`config.mk`:
```
export PLATFORM = sky130hd
export DESIGN_NAME = binary_counter
export DESIGN_NICKNAME = d
export VERILOG_FILES = /design/src/rtl/binary_counter.sv
export SDC_FILE = /design/constraint.sdc
export NUM_CORES = 1
export LEC_CHECK = 0
export CORE_MARGIN = 3
export CORE_UTILIZATION = 25
export CTS_BUF_LIST = sky130_fd_sc_hd__clkbuf_16
export CTS_CLUSTER_DIAMETER = 40
export DETAILED_ROUTE_END_ITERATION = 12
export GPL_ROUTABILITY_DRIVEN = 0
export GPL_TIMING_DRIVEN = 0
export PLACE_DENSITY = 0.48
export SYNTH_ARGS = -nofsm -noshare
export SYNTH_HDL_FRONTEND = slang
export SYNTH_SLANG_ARGS = --single-unit
```
`constraint.sdc`:
```
create_clock -name clk -period 1.5 [get_ports clk]
set_input_delay 0.375 -clock clk [delete_from_list [all_inputs] [get_ports clk]]
set_output_delay 0.375 -clock clk [all_outputs]
set_load 0.01 [all_outputs]
```
`src/rtl/binary_counter.sv`:
```
// Saturating 8-bit LED up-counter with a parameterised tick prescaler.
// Define BINARY_COUNTER_WRAP_EN to roll over to 0 after MAX_COUNT instead of holding.
module binary_counter #(
   parameter int unsigned MAX_COUNT = 255,
   parameter int unsigned TICK_DIV  = 1
) (
   input  logic       clk,
   input  logic       rst,
   output logic [7:0] leds
);

   localparam int unsigned     DIV_W    = (TICK_DIV > 1) ? $clog2(TICK_DIV) : 1;
   localparam logic [DIV_W-1:0] DIV_LAST = DIV_W'(TICK_DIV - 1);
   localparam logic [7:0]       CNT_MAX  = 8'(MAX_COUNT);

   generate
      if (MAX_COUNT < 1 || MAX_COUNT > 255) begin : g_bad_max_count
         $error("binary_counter: MAX_COUNT must be in 1..255");
      end
      if (TICK_DIV < 1 || TICK_DIV > (1 << 24)) begin : g_bad_tick_div
         $error("binary_counter: TICK_DIV must be in 1..2^24");
      end
   endgenerate

   logic [DIV_W-1:0] div_cnt;
   logic [DIV_W-1:0] div_next;
   logic [7:0]       cnt;
   logic [7:0]       cnt_next;
   logic             tick;

   assign tick = (TICK_DIV == 1) ? 1'b1 : (div_cnt == DIV_LAST);

   always_comb begin
      div_next = div_cnt + DIV_W'(1);
      if (tick) begin
         div_next = '0;
      end
   end

   always_comb begin
      cnt_next = cnt;
      if (tick) begin
         if (cnt < CNT_MAX) begin
            cnt_next = cnt + 8'd1;
         end else begin
`ifdef BINARY_COUNTER_WRAP_EN
            cnt_next = '0;
`else
            cnt_next = CNT_MAX;
`endif
         end
      end
   end

   always_ff @(posedge clk or negedge rst) begin
      if (!rst) begin
         div_cnt <= '0;
         cnt     <= '0;
      end else begin
         div_cnt <= div_next;
         cnt     <= cnt_next;
      end
   end

   assign leds = cnt;

endmodule

```
==> summary.md, run 1 <==
• completed — run status
• 0.00122 ns — Worst Skew
• 0 ns — final-layout setup total negative slack
• 0.0993 mW — switching power summed over all nets
• 22.9% — layout cell share with drive strength beyond 1
• 0.00197 sq mm — DIE AREA
• leds[7] — end of the worst register-to-register path
• 1.35 ns — clock period minus final worst setup slack
• 13 — row count
• 8 — Worst Path Max Fanout
• 1170 mW/mm^2 — Power Dens Cells
• 0 — synthesis warning total
• dlygate4sd2_1 — crit path cell chain
• 368 sq um — post-synthesis instance area
• 0 — diode insertion count for antenna repair
• 0 — number of max-cap violations
• 8 — number of flip-flops under the largest register name
• 0.0809 ns — pre-CTS worst setup slack
• 316 — vias post-DR
• false — unrepaired setup endpoints after global routing
• reg2out — kind of critical path
• 0 — number of max-slew violations in the final report
• 0.04 ns — Clock transition at path regs
• 0.23 ns — later-pin clock latency in the skew report
• 1.0% — Logic pwr share
• 0.98 ns — arrival time worst endpoint
• 0 — Fin. Hold Viols
• 827 microns — overall routed net length
• 0 — residual overflow from global routing
• sky130_fd_sc_hd__dfrtp_1 — library cell occupying the most area in the post-synthesis netlist
• 1.12 ns — required time reported for the critical path endpoint
• 9 — largest net degree at the start of global routing
• sky130_fd_sc_hd__dfrtp_2 — Critical Path Slowest Stage Cell
• 34 — Cells after Synth
• 4 — Worst R2R Path Depth
• 44.4 microns — Die X
• 32.8% — Reg power frac
• 1420 microns — first-pass GRT wire length
• 0.562 mW — internal power component
• output port — Crit. End Element
• 54.1% — growth of design area from synthesis to finish
• 0.148 ns — Worst Slack Setup Final
• 3 — number of buffers created by CTS
• 0.21 ns — worst reg2reg setup slack
• 337 — number of global-route vias before repair
• 13.1 microns — drt wl/cell
• 5.02 — vias per inst
• 0.370 ns — transition time of the tightest slew-check pin
• sky130_fd_sc_hd__clkbuf_16 — CTS Root Buffer Type
• 1 — cell count along the critical path
• 53 — Net count, final
• 10.8 sq um — synthesized area per cell
• flip-flop — nature of the critical path startpoint
• sky130_fd_sc_hd__dfrtp_1 (8), sky130_fd_sc_hd__nand2_1 (6), sky130_fd_sc_hd__a21oi_1 (4), sky130_fd_sc_hd__a31oi_1 (2), sky130_fd_sc_hd__nor3_1 (2) — most common library cells after synthesis
• 100% — share of flip-flops with an asynchronous set or reset
• 740 MHz — highest clock frequency the design can meet
• 0 — number of antenna violations at the first check in global routing
• 1 — H-tree Lvls
• 0 — Detail Route Antenna Nets
• 0.431 ns — tightest hold margin
• 0 — remaining routing DRC violations
• sky130_fd_sc_hd__dfrtp_1 — Most used DFF post-synth
• 0.44 ns — maximum single-stage delay on the critical path
• 90.1% — final period utilization
• 54.4% — sequential element share of the synthesized area
• sky130_fd_sc_hd__dfrtp_1 — most common cell in the netlist
• 10.7% — global-route total usage across every layer
• in2async — Hold Path Class
• 8 — number of synthesized register bits
• 66.2% — proportion of power drawn by the clock network
• 37 — nets in the synthesized netlist
• 0 — final setup vio count
• 9 — number of buffer cells added on primary ports
• 1 — initial detailed-routing violation count
• 2 — largest buffer count on any clock path
• 0.496 mV — worst supply voltage drop on vdd
• 577 microns — sum of net half-perimeters after detailed placement
• 17 — synth unique cells
• 1 — buffers and inverters on the worst path
• 0.00133 sq mm — area of the core
• 10 — Top Ports
• 54.4% — fraction of synthesized cell area taken by the top area cell type
• flip-flops — cell class contributing the biggest share of worst-path delay
• leds[0] — Reg2Reg Launch Point
• 15.0% — switching power share of the total
• 0.309 nW — Leak
• 44.4 microns — DIE HEIGHT
• 0 — count of flip-flops with a built-in enable after synthesis
• 8 — clock sink total
• sky130_fd_sc_hd__dfrtp_1 (54%), sky130_fd_sc_hd__nand2_1 (6.1%), sky130_fd_sc_hd__a21oi_1 (5.4%) — cell types occupying the most area after synthesis
• 2 — iteration count of the initial detailed-routing pass
• built — clock tree from TritonCTS
• 27.6% — initial standard-cell utilization of the core
• 75.3% — max_slew headroom
-- cells by family (layout without fill, tap and decap cells) --
| group | after synthesis | count (layout) | share of synthesized area (%) |
|---|---|---|---|
| AND/OR/NAND/NOR | 15 | 15 | 24.5 |
| flip-flops | 8 | 8 | 54.4 |
| multiplexers | 1 | 1 | 4.08 |
| XOR/XNOR | 1 | 1 | 2.38 |
| adder cells (fa/ha/maj) | 1 | 1 | 3.40 |
| AO/OA/AOI/OAI | 7 | 7 | 10.2 |
| buffers and inverters | 1 | 15 | 1.02 |
-- area by class of cell --
cell class              count  area, sq um
inverters                   1         3.75
fillers                   138          767
multi-input cells          25          164
repair buffers             11          103
well taps                  15         18.8
clock buffers               3         75.1
flip-flops and latches      8          203
-- routing by layer --
| layer | part of all wire, % | routed length, microns | GRT usage, % | up-vias |
|---|---|---|---|---|
| li1 | - | - | - | 153 |
| met1 | 45 | 376 | 12.2 | 153 |
| met2 | 48 | 401 | 15.4 | 10 |
| met3 | 5.9 | 49 | 4.07 | 0 |
| met4 | 0 | 0 | 9.04 | 0 |
| met5 | 0 | 0 | 0 | - |
-- how the worst max path moves through the flow --
| stage | from | end | slack [ns] |
|---|---|---|---|
| after detailed placement | leds[4] | leds[4] | 0.08 |
| after global routing | leds[0] | leds[6] | 0.11 |
| after floorplan | leds[0] | leds[7] | 0.24 |
| after global placement | leds[4] | leds[4] | 0.1 |
| after CTS | leds[6] | leds[6] | 0.007 |
| final | leds[4] | leds[4] | 0.15 |
-- layout by cell type, fill, tap and decap left out, drive strengths merged --
cell type and instances:
nand2 6, dlygate4sd2 6, dlymetal6s2s 2, clkdlybuf4s50 1, nand2b 1, and4 2
nor3 2, a31oi 2, nand3 1, xnor2 1, clkbuf 3, dfrtp 8
buf 2, ha 1, a21oi 4, mux2 1, o21ai 1, inv 1
and3 2, nand4 1
-- repair_timing --
action                                  in CTS  in global routing
endpoints found under the setup margin       8                  2
setup buffers                                2                  0
hold buffers                                 0                  0
gates resized for setup                      8                  2
-- through the flow --
step,cells,power (mW),area (sq um),utilization [%]
4_1_cts,63,0.681,562,42.1
2_1_floorplan,34,0.220,368,-
3_5_place_dp,58,0.227,477,35.7
6_report,63,0.661,567,42.5
5_1_grt,63,0.693,567,42.5
3_3_place_gp,58,0.226,477,35.7
-- power by group through the flow --
| stage | sequential (mW) | clock [mW] | combinational [mW] |
|---|---|---|---|
| after CTS | 0.217 | 0.457 | 0.00690 |
| after global placement | 0.220 | 0 | 0.00661 |
| after detailed placement | 0.220 | 0 | 0.00681 |
| after floorplan | 0.220 | 0 | 0.0000000847 |
| final | 0.217 | 0.438 | 0.00640 |
| after global routing | 0.217 | 0.468 | 0.00772 |
(Power assumes the default switching activity.)
==> run 2: changes to the inputs <==
ABC_AREA = 1   (was unset)
CORE_MARGIN = unset   (was 3)
PLACE_DENSITY = 0.47   (was 0.48)
RECOVER_POWER = 100   (was unset)
==> run 2 against run 1 <==
Compared with the run above: worst setup slack improved by 0.042 ns; via count rose by 3.5%; die area is 8.9% lower; area after synthesis grew 11%; clock-buffer cell count unchanged; total power up 0.71%; critical path depth unchanged; largest cell class unchanged.
==> summary.md, run 2 <==
• 66 — Net count, final
• 1 — buffers and inverters on the worst path
• 0.368 ns — transition time of the tightest slew-check pin
• 5 — Worst R2R Path Depth
• false — unrepaired setup endpoints after global routing
• 0.00179 sq mm — DIE AREA
• sky130_fd_sc_hd__nand2_1 — most common library cell in the layout ignoring fill and taps
• 0.715 mV — worst supply voltage drop on vdd
• 10 — Top Ports
• 49.2% — fraction of synthesized cell area taken by the top area cell type
• sky130_fd_sc_hd__dfrtp_1 (49%), sky130_fd_sc_hd__nand2_1 (11%), sky130_fd_sc_hd__nand3_1 (8.6%) — cell types occupying the most area after synthesis
• 752 microns — overall routed net length
• 312 — number of global-route vias before repair
• flip-flop — nature of the critical path startpoint
• 0.9% — Logic pwr share
• 0.666 mW — PnR Total Power
• 0.23 ns — later-pin clock latency in the skew report
• 1 — H-tree Lvls
• 3 — number of buffers created by CTS
• 87.3% — final period utilization
• 0.104 mW — switching power summed over all nets
• 9 — number of buffer cells added on primary ports
• 0.190 ns — Worst Slack Setup Final
• 1 — cell count along the critical path
• 0 — number of hold buffers added after cts
• 1.31 ns — clock period minus final worst setup slack
• 0.131 ns — pre-CTS worst setup slack
• 9.77 microns — drt wl/cell
• sky130_fd_sc_hd__clkbuf_16 — CTS Root Buffer Type
• 763 MHz — highest clock frequency the design can meet
• 0.41 ns — maximum single-stage delay on the critical path
• 9 — largest net degree at the start of global routing
• 2 — iteration count of the initial detailed-routing pass
• 1.12 ns — required time reported for the critical path endpoint
• 0 — Detail Route Antenna Nets
• 15.6% — switching power share of the total
• 11.5% — layout cell share with drive strength beyond 1
• 66.5% — proportion of power drawn by the clock network
• 8 — number of flip-flops under the largest register name
• 1390 microns — first-pass GRT wire length
• 51 — nets in the synthesized netlist
• 14.1% — met1 routing resource usage after global routing
• sky130_fd_sc_hd__dfrtp_1 — Critical Path Slowest Stage Cell
• 0 — synthesis warning total
• 0.00176 ns — Worst Skew
• 1150 mW/mm^2 — Power Dens Cells
• 14 — synth unique cells
• output port — Crit. End Element
• 327 — vias post-DR
• 42.3 microns — DIE HEIGHT
• 32.6% — Reg power frac
• 517 sq um — Cell Area, Placed
• 0.307 nW — Leak
• 1 — initial detailed-routing violation count
• 0.94 ns — arrival time worst endpoint
• 0 — number of max-cap violations
• 165 — filler cell count
• 49.2% — sequential element share of the synthesized area
• reg2out — kind of critical path
• built — clock tree from TritonCTS
• sky130_fd_sc_hd__dfrtp_1 — library cell occupying the most area in the post-synthesis netlist
• 0 — Fin. Hold Viols
• 8.47 sq um — synthesized area per cell
• 8 — clock sink total
• 10.8% — global-route total usage across every layer
• 38.4% — Finished Core Util
• 0.04 ns — Clock transition at path regs
• 0.00151 sq mm — area of the core
• dlygate4sd2_1 — crit path cell chain
• met2 — Top Usage Layer GRT
• sky130_fd_sc_hd__dfrtp_1 — Most used DFF post-synth
• 0 ns — final-layout setup total negative slack
• 578 sq um — final std cell area, no fill
• 164 sq um — multi-input gate area in the final layout
• 73 — placed cell count
• 14 — row count
• 42.2% — growth of design area from synthesis to finish
• 5 — Worst Path Max Fanout
• 0 — residual overflow from global routing
• 42.3 microns — Die X
• 48 — Cells after Synth
• 75.4% — max_slew headroom
• 0 — count of flip-flops with a built-in enable after synthesis
• 77 — final standard cell count with taps included and fillers excluded
• completed — run status
• 27.0% — initial standard-cell utilization of the core
• flip-flops — cell class contributing the biggest share of worst-path delay
• sky130_fd_sc_hd__nand2_1 (12), sky130_fd_sc_hd__dfrtp_1 (8), sky130_fd_sc_hd__inv_1 (8), sky130_fd_sc_hd__nand3_1 (7), sky130_fd_sc_hd__nor2_1 (4) — most common library cells after synthesis
• 200 sq um — FF+latch area
• 8 — number of synthesized register bits
• in2async — Hold Path Class
• 4.25 — vias per inst
• 0 — number of antenna violations at the first check in global routing
• 0.496 ns — tightest hold margin
• 549 microns — sum of net half-perimeters after detailed placement
• sky130_fd_sc_hd__nand2_1 — most common cell in the netlist
• 2 — largest buffer count on any clock path
• sky130_fd_sc_hd__nand2_1 (12), sky130_fd_sc_hd__inv_1 (8), sky130_fd_sc_hd__nand3_1 (8), sky130_fd_sc_hd__dfrtp_1 (8), sky130_fd_sc_hd__dlygate4sd2_1 (7) — commonest cells after routing, fill and taps aside
• 14.8% — global routing met2 resource utilization
• 100% — share of flip-flops with an asynchronous set or reset
• 0 — diode insertion count for antenna repair
• 5.17% — M3 GR Usage
• 0 — remaining routing DRC violations
• 407 sq um — post-synthesis instance area
• 0 — number of max-slew violations in the final report
• 0 — final setup vio count
• 0.562 mW — internal power component
[run 2: kinds of logic (layout without fill, tap and decap cells)]
logic type                 Yosys count  after routing  synth area share, %
and+or+nand+nor                     27             27                 33.5
DFF                                  8              8                 49.2
buffers and inverters                8             21                 7.38
xor gates and xnor gates             1              1                 2.15
adders and majority gates            1              1                 3.08
AOI/OAI and AO/OA                    3              3                 4.61
[run 2: cell type report]
| type | instances | area share, % |
|---|---|---|
| timing repair buffer | 10 | 15.4 |
| inverter | 8 | 5.19 |
| clock buffer | 3 | 13.0 |
| multi-input combinational | 32 | 28.4 |
| sequential | 8 | 34.6 |
| tap | 16 | 3.46 |
[run 2: path summary, 6_finish.rpt]
kind                            slack, ns    start       to
worst min-delay path                 0.50      rst  leds[2]
min in group clk                     0.52  leds[0]  leds[0]
worst min register to register       0.52  leds[0]  leds[0]
max in group asynchronous            0.74      rst  leds[3]
worst max register to register       0.20  leds[0]  leds[3]
worst max-delay path                 0.19  leds[0]  leds[0]
[run 2: power by group through the flow]
stage	clock (mW)	combinational, mW	sequential (mW)
final	0.443	0.00581	0.217
after global placement	0	0.00709	0.220
after detailed placement	0	0.00674	0.220
after floorplan	0	0.000000122	0.220
after CTS	0.456	0.00673	0.217
after global routing	0.470	0.00690	0.217
[run 2: what timing repair did]
action / 4_1_cts / 5_1_grt
setup endpoints to repair: 8 / 1
resized for setup: 7 / 1
buffers inserted: 1 / 0
[run 2: layer usage]
metal  wire length (microns)  vias to the layer above
li1                        -                      176
met1                     384                      141
met2                     311                        8
met3                      45                        2
met4                      10                        0
met5                       0                        -
